<file path="src/rtl/inv_selftest_if.sv">
// Bundle between the inverter self-test engine and whatever stimulates it:
// run control, stimulus/response pair and the result statistics.
// The engine uses the slave modport. The master modport is for the side that
// starts runs and returns the inverter response.
interface inv_selftest_if #(
   parameter int WIDTH       = 8,
   parameter int NUM_VECTORS = 16
);
   localparam int CNT_W = $clog2(NUM_VECTORS + 1);
   localparam int IDX_W = (NUM_VECTORS > 1) ? $clog2(NUM_VECTORS) : 1;

   logic             start;
   logic [WIDTH-1:0] stim_o;
   logic [WIDTH-1:0] resp_i;
   logic             busy;
   logic             done;
   logic             pass;
   logic [CNT_W-1:0] pass_cnt;
   logic [CNT_W-1:0] fail_cnt;
   logic [IDX_W-1:0] first_fail_idx;

   modport master (
      output start, resp_i,
      input  stim_o, busy, done, pass, pass_cnt, fail_cnt, first_fail_idx
   );

   modport slave (
      input  start, resp_i,
      output stim_o, busy, done, pass, pass_cnt, fail_cnt, first_fail_idx
   );
endinterface

</file>
<file path="src/rtl/inv_selftest.sv">
// Built-in self-test engine for inverter-class datapaths.
// Vector k is the low WIDTH bits of k, inverted when k is odd.
// Each vector is driven, held for SETTLE cycles, and then its response is
// checked for a full bitwise inversion.
// Optional feature macro: INV_SELFTEST_STOP_ON_FAIL_EN. When it is defined,
// the first failing vector ends the run.
//
//   state    | meaning
//   S_IDLE   | waiting for start, last vector and results held
//   S_DRIVE  | new vector applied to stim_o (1 cycle)
//   S_SETTLE | settle down-counter running, stim_o held
//   S_CHECK  | resp_i compared against ~stim_o, statistics updated
//   S_DONE   | done pulse, pass valid
module inv_selftest #(
   parameter int WIDTH       = 8,
   parameter int SETTLE      = 4,
   parameter int NUM_VECTORS = 16
) (
   input  logic          clk,
   input  logic          rst,
   inv_selftest_if.slave bus
);
   localparam int CNT_W    = $clog2(NUM_VECTORS + 1);
   localparam int IDX_W    = (NUM_VECTORS > 1) ? $clog2(NUM_VECTORS) : 1;
   localparam int SET_W    = (SETTLE > 1) ? $clog2(SETTLE) : 1;
   localparam int SET_LOAD = (SETTLE > 0) ? SETTLE - 1 : 0;

`ifdef INV_SELFTEST_STOP_ON_FAIL_EN
   localparam bit STOP_ON_FAIL = 1'b1;
`else
   localparam bit STOP_ON_FAIL = 1'b0;
`endif

   typedef enum logic [2:0] {
      S_IDLE   = 3'd0,
      S_DRIVE  = 3'd1,
      S_SETTLE = 3'd2,
      S_CHECK  = 3'd3,
      S_DONE   = 3'd4
   } state_t;

   state_t           r_state;
   state_t           w_state_nxt;
   logic [IDX_W-1:0] r_k;
   logic [IDX_W-1:0] w_k_nxt;
   logic [SET_W-1:0] r_settle_cnt;
   logic [WIDTH-1:0] r_stim;
   logic             r_pass;
   logic [CNT_W-1:0] r_pass_cnt;
   logic [CNT_W-1:0] r_fail_cnt;
   logic [IDX_W-1:0] r_first_fail_idx;
   logic             w_check_fail;
   logic             w_last;

   function automatic logic [WIDTH-1:0] f_vec(input logic [IDX_W-1:0] k);
      logic [WIDTH-1:0] v;
      v = WIDTH'(k);
      if (k[0]) v = ~v;
      return v;
   endfunction

   assign w_check_fail = (bus.resp_i != ~r_stim);
   assign w_last       = (r_k == IDX_W'(NUM_VECTORS - 1));

   // State register.
   always_ff @(posedge clk or posedge rst) begin
      if (rst) r_state <= S_IDLE;
      else     r_state <= w_state_nxt;
   end

   // Next-state and next-vector-index decode.
   always_comb begin
      w_state_nxt = r_state;
      w_k_nxt     = r_k;
      case (r_state)
         S_IDLE: begin
            if (bus.start) begin
               w_state_nxt = S_DRIVE;
               w_k_nxt     = '0;
            end
         end
         S_DRIVE:  w_state_nxt = (SETTLE == 0) ? S_CHECK : S_SETTLE;
         S_SETTLE: if (r_settle_cnt == '0) w_state_nxt = S_CHECK;
         S_CHECK: begin
            if (w_last || (STOP_ON_FAIL && w_check_fail)) begin
               w_state_nxt = S_DONE;
            end else begin
               w_state_nxt = S_DRIVE;
               w_k_nxt     = r_k + IDX_W'(1);
            end
         end
         S_DONE:   w_state_nxt = S_IDLE;
         default:  w_state_nxt = S_IDLE;
      endcase
   end

   // Vector index, stimulus, settle timer and run statistics.
   always_ff @(posedge clk or posedge rst) begin
      if (rst) begin
         r_k              <= '0;
         r_stim           <= '0;
         r_settle_cnt     <= '0;
         r_pass           <= 1'b0;
         r_pass_cnt       <= '0;
         r_fail_cnt       <= '0;
         r_first_fail_idx <= '0;
      end else begin
         r_k <= w_k_nxt;
         // stim_o takes the new vector on the edge that enters S_DRIVE.
         if (w_state_nxt == S_DRIVE) r_stim <= f_vec(w_k_nxt);
         case (r_state)
            S_IDLE: begin
               if (bus.start) begin
                  r_pass           <= 1'b0;
                  r_pass_cnt       <= '0;
                  r_fail_cnt       <= '0;
                  r_first_fail_idx <= '0;
               end
            end
            S_DRIVE:  r_settle_cnt <= SET_W'(SET_LOAD);
            S_SETTLE: if (r_settle_cnt != '0) r_settle_cnt <= r_settle_cnt - SET_W'(1);
            S_CHECK: begin
               if (w_check_fail) begin
                  r_fail_cnt <= r_fail_cnt + CNT_W'(1);
                  if (r_fail_cnt == '0) r_first_fail_idx <= r_k;
               end else begin
                  r_pass_cnt <= r_pass_cnt + CNT_W'(1);
               end
               // pass must already be valid during the done cycle.
               if (w_state_nxt == S_DONE) r_pass <= (r_fail_cnt == '0) && !w_check_fail;
            end
            default: ;
         endcase
      end
   end

   assign bus.stim_o         = r_stim;
   assign bus.busy           = (r_state == S_DRIVE) || (r_state == S_SETTLE) || (r_state == S_CHECK);
   assign bus.done           = (r_state == S_DONE);
   assign bus.pass           = r_pass;
   assign bus.pass_cnt       = r_pass_cnt;
   assign bus.fail_cnt       = r_fail_cnt;
   assign bus.first_fail_idx = r_first_fail_idx;
endmodule

</file>
<file path="src/flat_wrapper.sv">
// flat-port wrapper written by rule: the top's interface ports become plain ports
module inv_selftest_flat 
#(
   parameter int WIDTH       = 8,
   parameter int SETTLE      = 4,
   parameter int NUM_VECTORS = 16
)
  (clk, rst, bus_start, bus_resp_i, bus_stim_o, bus_busy, bus_done, bus_pass, bus_pass_cnt, bus_fail_cnt, bus_first_fail_idx);
  inv_selftest_if #(.WIDTH(WIDTH), .NUM_VECTORS(NUM_VECTORS)) bus_i ();
  input  logic clk;
  input  logic rst;
  input wire logic [$bits(bus_i.start)-1:0] bus_start;
  input wire logic [$bits(bus_i.resp_i)-1:0] bus_resp_i;
  output wire logic [$bits(bus_i.stim_o)-1:0] bus_stim_o;
  output wire logic [$bits(bus_i.busy)-1:0] bus_busy;
  output wire logic [$bits(bus_i.done)-1:0] bus_done;
  output wire logic [$bits(bus_i.pass)-1:0] bus_pass;
  output wire logic [$bits(bus_i.pass_cnt)-1:0] bus_pass_cnt;
  output wire logic [$bits(bus_i.fail_cnt)-1:0] bus_fail_cnt;
  output wire logic [$bits(bus_i.first_fail_idx)-1:0] bus_first_fail_idx;
  assign bus_i.start = bus_start;
  assign bus_i.resp_i = bus_resp_i;
  assign bus_stim_o = bus_i.stim_o;
  assign bus_busy = bus_i.busy;
  assign bus_done = bus_i.done;
  assign bus_pass = bus_i.pass;
  assign bus_pass_cnt = bus_i.pass_cnt;
  assign bus_fail_cnt = bus_i.fail_cnt;
  assign bus_first_fail_idx = bus_i.first_fail_idx;
  inv_selftest #(.WIDTH(WIDTH), .SETTLE(SETTLE), .NUM_VECTORS(NUM_VECTORS)) u_core (.clk(clk), .rst(rst), .bus(bus_i));
endmodule
</file>
<file path="config.mk">
export PLATFORM = sky130hd
export DESIGN_NAME = inv_selftest_flat
export DESIGN_NICKNAME = d
export VERILOG_FILES = /design/src/rtl/inv_selftest_if.sv /design/src/rtl/inv_selftest.sv /design/src/flat_wrapper.sv
export SDC_FILE = /design/constraint.sdc
export NUM_CORES = 1
export LEC_CHECK = 0
export ABC_AREA = 1
export BUFFER_PORTS_ARGS = -buffer_cell sky130_fd_sc_hd__clkbuf_2
export CELL_PAD_IN_SITES_DETAIL_PLACEMENT = 1
export CELL_PAD_IN_SITES_GLOBAL_PLACEMENT = 1
export CORE_MARGIN = 3
export CORE_UTILIZATION = 35
export CTS_BUF_LIST = sky130_fd_sc_hd__clkbuf_16
export CTS_CLUSTER_DIAMETER = 120
export CTS_CLUSTER_SIZE = 28
export DETAILED_ROUTE_END_ITERATION = 10
export PLACE_DENSITY = 0.79
export SYNTH_ARGS = -nofsm -noshare
export SYNTH_HDL_FRONTEND = slang
export SYNTH_SLANG_ARGS = --single-unit
</file>
<file path="constraint.sdc">
create_clock -name clk -period 1.5 [get_ports clk]
set_input_delay 0 -clock clk [delete_from_list [all_inputs] [get_ports clk]]
set_output_delay 0 -clock clk [all_outputs]
set_load 0.005 [all_outputs]
</file>
==> results of run 1 <==
-- sequential cells by signal, summed over array words and instances, names as in the netlist --
name and count:
u_core.bus.fail_cnt 5, u_core.r_state 3, u_core.r_settle_cnt 2, u_core.bus.pass 1, u_core.bus.stim_o 4, u_core.bus.pass_cnt 5
u_core.bus.first_fail_idx 4, u_core.r_k 4
-- per-layer routing --
metal	part of all wire, %	routed length (um)	global-route usage (%)	up-vias
met5	0	0	0	-
met4	2.0	95	5.83	0
met3	2.5	117	2.24	7
met2	50	2310	27.8	29
met1	46	2130	22.6	776
li1	-	-	-	826
-- worst min path at each step --
stage / from / end / slack [ns] / depth (start not counted)
global route: bus_start / u_core.r_state[0] / 0.25 / 5
global placement: rst / u_core.bus.fail_cnt[0] / 0.07 / 3
finish: bus_start / u_core.r_state[0] / 0.20 / 5
detailed placement: rst / u_core.bus.fail_cnt[0] / 0.08 / 3
CTS: bus_start / u_core.r_state[0] / 0.20 / 5
floorplan: rst / u_core.bus.fail_cnt[0] / 0.07 / 1
-- kinds of logic after synthesis --
kind of cell	share of synthesized area, %
AND/OR/NAND/NOR	40.1
buffers and inverters	10.0
flip-flops	41.6
XOR/XNOR	3.12
adder cells (fa/ha/maj)	3.72
AO/OA/AOI/OAI	1.19
other	0.223
-- worst max-delay path, delay by kind of cell (launching register included) --
kind / cells / cell delay (ns)
AND/OR/NAND/NOR: 7 / 0.65
flip-flops: 1 / 0.40
adder cells (fa/ha/maj): 1 / 0.19
buffers and inverters: 1 / 0.09
-- through the flow --
stage / power, W / area [um^2] / worst slack [ns] / cells / TNS (ns)
2_1_floorplan: 0.00194 / 1680 / 0.119 / 229 / 0
3_3_place_gp: 0.00238 / 1980 / 0.0147 / 324 / 0
3_5_place_dp: 0.00242 / 1980 / -0.0393 / 324 / -0.293
4_1_cts: 0.00307 / 2070 / 0.0154 / 328 / 0
5_1_grt: 0.00348 / 2190 / -0.0503 / 337 / -0.162
6_report: 0.00321 / 2190 / 0.0656 / 337 / 0
-- synth_stat cells (2+ instances only) --
cell type  count
a21oi_1        2
buf_4          5
buf_6          2
dfrtp_1       28
ha_1           5
inv_1         29
nand2_1       70
nand2_2        8
nand3_1       29
nand3_2        2
nand4_1        8
nor2_1        25
nor3_1         2
xor2_1         5
-- cell type report --
class / instances / area, um^2 / area share (%)
well taps: 52 / 65.1 / 2.97
clock buffers: 3 / 75.1 / 3.42
repair buffers: 60 / 375 / 17.1
flip-flops and latches: 28 / 703 / 32.1
inverters: 29 / 109 / 4.97
multi-input cells: 165 / 865 / 39.4
-- power by group through the flow --
stage | logic (W) | registers, W | clock network [W]
CTS | 0.00138 | 0.00106 | 0.000626
global route | 0.00173 | 0.00109 | 0.000667
global placement | 0.00132 | 0.00106 | 0
floorplan | 0.000862 | 0.00108 | 0
detailed placement | 0.00135 | 0.00107 | 0
finish | 0.00154 | 0.00106 | 0.000613
-- layout by cell type, fill, tap and decap left out, types with 4 or more instances in the layout --
cell type / netlist / final
nand2_1: 70 / 65
inv_1: 29 / 29
nand4_1: 8 / 8
nand2_2: 8 / 10
nor2_1: 25 / 22
nand3_1: 29 / 29
buf_4: 5 / 23
ha_1: 5 / 4
dfrtp_1: 28 / 26
clkbuf_2: 0 / 34
xor2_1: 5 / 5
-- what timing repair did --
item | 4_1_cts | 5_1_grt
pin swaps | 1 | 9
endpoints found under the setup margin | 13 | 18
endpoints found under the hold margin | 28 | 0
buffers inserted | 0 | 9
resized for setup | 4 | 14
hold buffers | 1 | 0
==> metrics.yaml, run 1 <==
syn_area_um2: 1680
routedWlPerCell_um: 13.8
hold_class: "in2reg"
portBuffers: 34
drv_slew: 0
wl_um: 4660
avgSynthCellArea_um2: 7.35
vdd_drop_max_mv: 0.550
cts_tree: "done"
cts_made_buffers: 3
dieWidth_um: 75.3
power.density_nw_per_um2: 1460
fillers: 594
insertion_delay_ns: 0.27
crit_type: "reg2reg"
period_share_pct: 95.6
root_buffer: "clkbuf_16"
utilization_pct: 48.7
rsz0062_at_grt: "true"
whs_ns: 0.196
place_hpwl_um: 3200
critPathSlowestCell: "dfrtp_1"
core_um2: 4500
synth_cells: 229
ys_seq_elements: 28
critPathLaunch: "u_core.r_k[0]"
layout-drive-gt1-share_pct: 30.2
synth_fp_nets: 245
finalNetCount: 303
period_minus_slack_ns: 1.43
grt_pass1_wl_um: 7400
cts_max_level: 1
ys.flop_type: "dfrtp_1"
crit-reg2reg-launch: "u_core.r_k[0]"
place_congestion: 0.822
clk_pin_slew_worst_paths_ns: 0.07
worstReg2RegEnd: "u_core.bus.stim_o[3]"
num_rows: 24
yosysWarnings: 0
synth_area_leaders: "dfrtp_1 42%, nand2_1 16%, nand3_1 8.6%, inv_1 6.5%, nor2_1 5.6%"
initial_utilization_pct: 37.4
crit_end: "u_core.bus.stim_o[3]"
final.setup_skew_ns: 0.00297
grt_overflow: 0
crit_path_start_kind: "flip-flop"
via_per_inst: 4.86
p_int_w: 0.00190
reg2reg_depth: 9
drt_iter0_markers: 90
pwr-share-seq_pct: 33.1
detailedRoute.firstPassIterationCount: 4
status: "finished clean"
cts.sinks: 28
grt_pass1_vias: 1584
synth-edff-count: 0
critPathMaxStageDelay_ns: 0.40
die_h_um: 75.3
setup_viol: 0
dieArea_um2: 5680
cp_max_fo: 4
p_clk_share_pct: 19.1
swShare_pct: 40.9
p_leak_nw: 1.27
grt_antenna_before_repair: 0
maxCapViolCount: 0
grtUsageTotal_pct: 16.8
fmax_mhz: 697
required_ns: 1.66
pwr-share-comb_pct: 47.8
reg2reg_slack_ns: 0.07
n_antenna_cell: 0
ys_types: 23
max-clock-path-buffers: 2
yosysTopAreaCellShare_pct: 41.6
path_cells: "ha_2, nand3_1, inv_1, nor2_2, nand2_2, nand2_2, nand2_1, nand3_1, nand2_1"
async_reset_ff_share_pct: 100
critPathCaptureType: "flip-flop"
ys_seq_area_share_pct: 41.6
grt_max_degree: 29
hold_violations: 0
antenna_left: 0
num_vias: 1638
area_delta_synth_final_pct: 30.3
top_level_ports: 36
switching_power_w: 0.00131
critPathArrivalTime_ns: 1.59
synth_top_area_cell: "dfrtp_1"
post-route-drc-count: 0
Note: power is estimated with default switching activity, not from simulation.
==> run 2, diff against run 1 <==
- BUFFER_PORTS_ARGS: -buffer_cell sky130_fd_sc_hd__clkbuf_2 -> -buffer_cell sky130_fd_sc_hd__buf_2
==> metrics.yaml, run 2 (same netlist as run 1, synthesis figures left out) <==
status: "finished clean"
reg2reg_depth: 9
max-clock-path-buffers: 2
grt_antenna_before_repair: 0
setup_viol: 0
crit_type: "reg2reg"
hold_violations: 0
top_level_ports: 36
seqCellArea_um2: 704
power.density_nw_per_um2: 1530
drt_iter0_markers: 90
finalNonFillerCells: 331
worst_slack_ns: 0.0888
antenna_left: 0
final.setup_skew_ns: 0.00576
initial_utilization_pct: 37.4
required_ns: 1.66
place_hpwl_um: 3180
fmax_mhz: 709
rsz0062_at_grt: "true"
area_delta_synth_final_pct: 30.6
detailedRoute.firstPassIterationCount: 4
whs_ns: 0.234
critPathArrivalTime_ns: 1.57
cp_max_fo: 7
placed_cells: 323
grtUsageTotal_pct: 15.9
grt_overflow: 0
period_share_pct: 94.1
cts_tree: "done"
crit_path_start_kind: "flip-flop"
dp_slack_ns: -0.0121
mostFrequentLayoutCells: "64 x nand2_1, 34 x buf_2, 28 x inv_1"
period_minus_slack_ns: 1.41
dieWidth_um: 75.3
p_leak_nw: 1.25
hold_class: "in2reg"
cts_made_buffers: 3
design_area_um2: 2200
grt_pass1_vias: 1498
die_h_um: 75.3
portBuffers: 34
insertion_delay_ns: 0.27
n_antenna_cell: 0
place_congestion: 0.801
placed_cell_area_um2: 1970
final_common_cell: "nand2_1"
layout-drive-gt1-share_pct: 30.8
num_rows: 24
post-route-drc-count: 0
multi_input_area_um2: 891
drv_slew: 0
grt_max_degree: 29
routedWlPerCell_um: 13.3
cts_max_level: 1
tns_ns: 0
maxCapViolCount: 0
root_buffer: "clkbuf_16"
holdPathStages: 5
critPathCaptureType: "flip-flop"
cts.sinks: 28
core_um2: 4500
vdd_drop_max_mv: 0.646
num_vias: 1618
dieArea_um2: 5680
wl_um: 4410
grt_pass1_wl_um: 7110
via_per_inst: 4.89
finalNetCount: 296
clk_pin_slew_worst_paths_ns: 0.07
fillers: 589
[run 2: critical path, stage by stage, from the launching register on]
cell and delay (ns):
dfrtp_2 0.44, inv_1 0.09, nand3_2 0.11, buf_6 0.16, nor2_1 0.10, nand2_1 0.10, nand2_1 0.11, nand2_1 0.06
nand3_1 0.07, nand2_1 0.05
[run 2: where the power goes]
| part | total (W) | internal (W) | switching, W |
|---|---|---|---|
| Sequential | 0.00107 | 0.000917 | 0.000153 |
| Clock | 0.000801 | 0.000532 | 0.000269 |
| Combinational | 0.00149 | 0.000596 | 0.000894 |
| Total | 0.00336 | 0.00205 | 0.00132 |
[run 2: final cells by class]
| type | count | share of cell area, % |
|---|---|---|
| clock buffers | 3 | 3.42 |
| clock inverters | 1 | 1.37 |
| inverters | 29 | 4.95 |
| multi-input cells | 165 | 40.5 |
| flip-flops and latches | 28 | 32.1 |
| well taps | 52 | 2.96 |
| repair buffers | 53 | 14.7 |
[run 2: through the flow]
stage                     total power, W  util (%)
after floorplan                  0.00194         -
after global placement           0.00237      43.8
after detailed placement         0.00241      43.8
after CTS                        0.00324      46.4
after global routing             0.00363      48.8
final                            0.00336      48.8
[run 2: worst paths after layout]
| kind | startpoint | endpoint | slack (ns) |
|---|---|---|---|
| worst min-delay path | bus_start | u_core.r_state[0] | 0.23 |
| worst max register to register | u_core.r_state[2] | u_core.bus.stim_o[2] | 0.09 |
| max in group asynchronous | rst | u_core.r_state[0] | 0.87 |
| min in group asynchronous | rst | u_core.bus.fail_cnt[0] | 0.33 |
| worst max-delay path | u_core.r_state[2] | u_core.bus.stim_o[2] | 0.09 |
| worst min register to register | u_core.bus.first_fail_idx[3] | u_core.bus.first_fail_idx[3] | 0.47 |
[run 2: layer usage]
metal | routed length [um] | track usage [%]
met1 | 2090 | 22.1
met2 | 2160 | 26.6
met3 | 125 | 1.98
met4 | 33 | 3.50
met5 | 0 | 0
[run 2: what timing repair did]
item	CTS	global route
endpoints found under the setup margin	11	18
hold endpoints to repair	28	0
hold buffers	1	0
gates resized for setup	2	23
buffers inserted	0	3
pin swaps	1	12
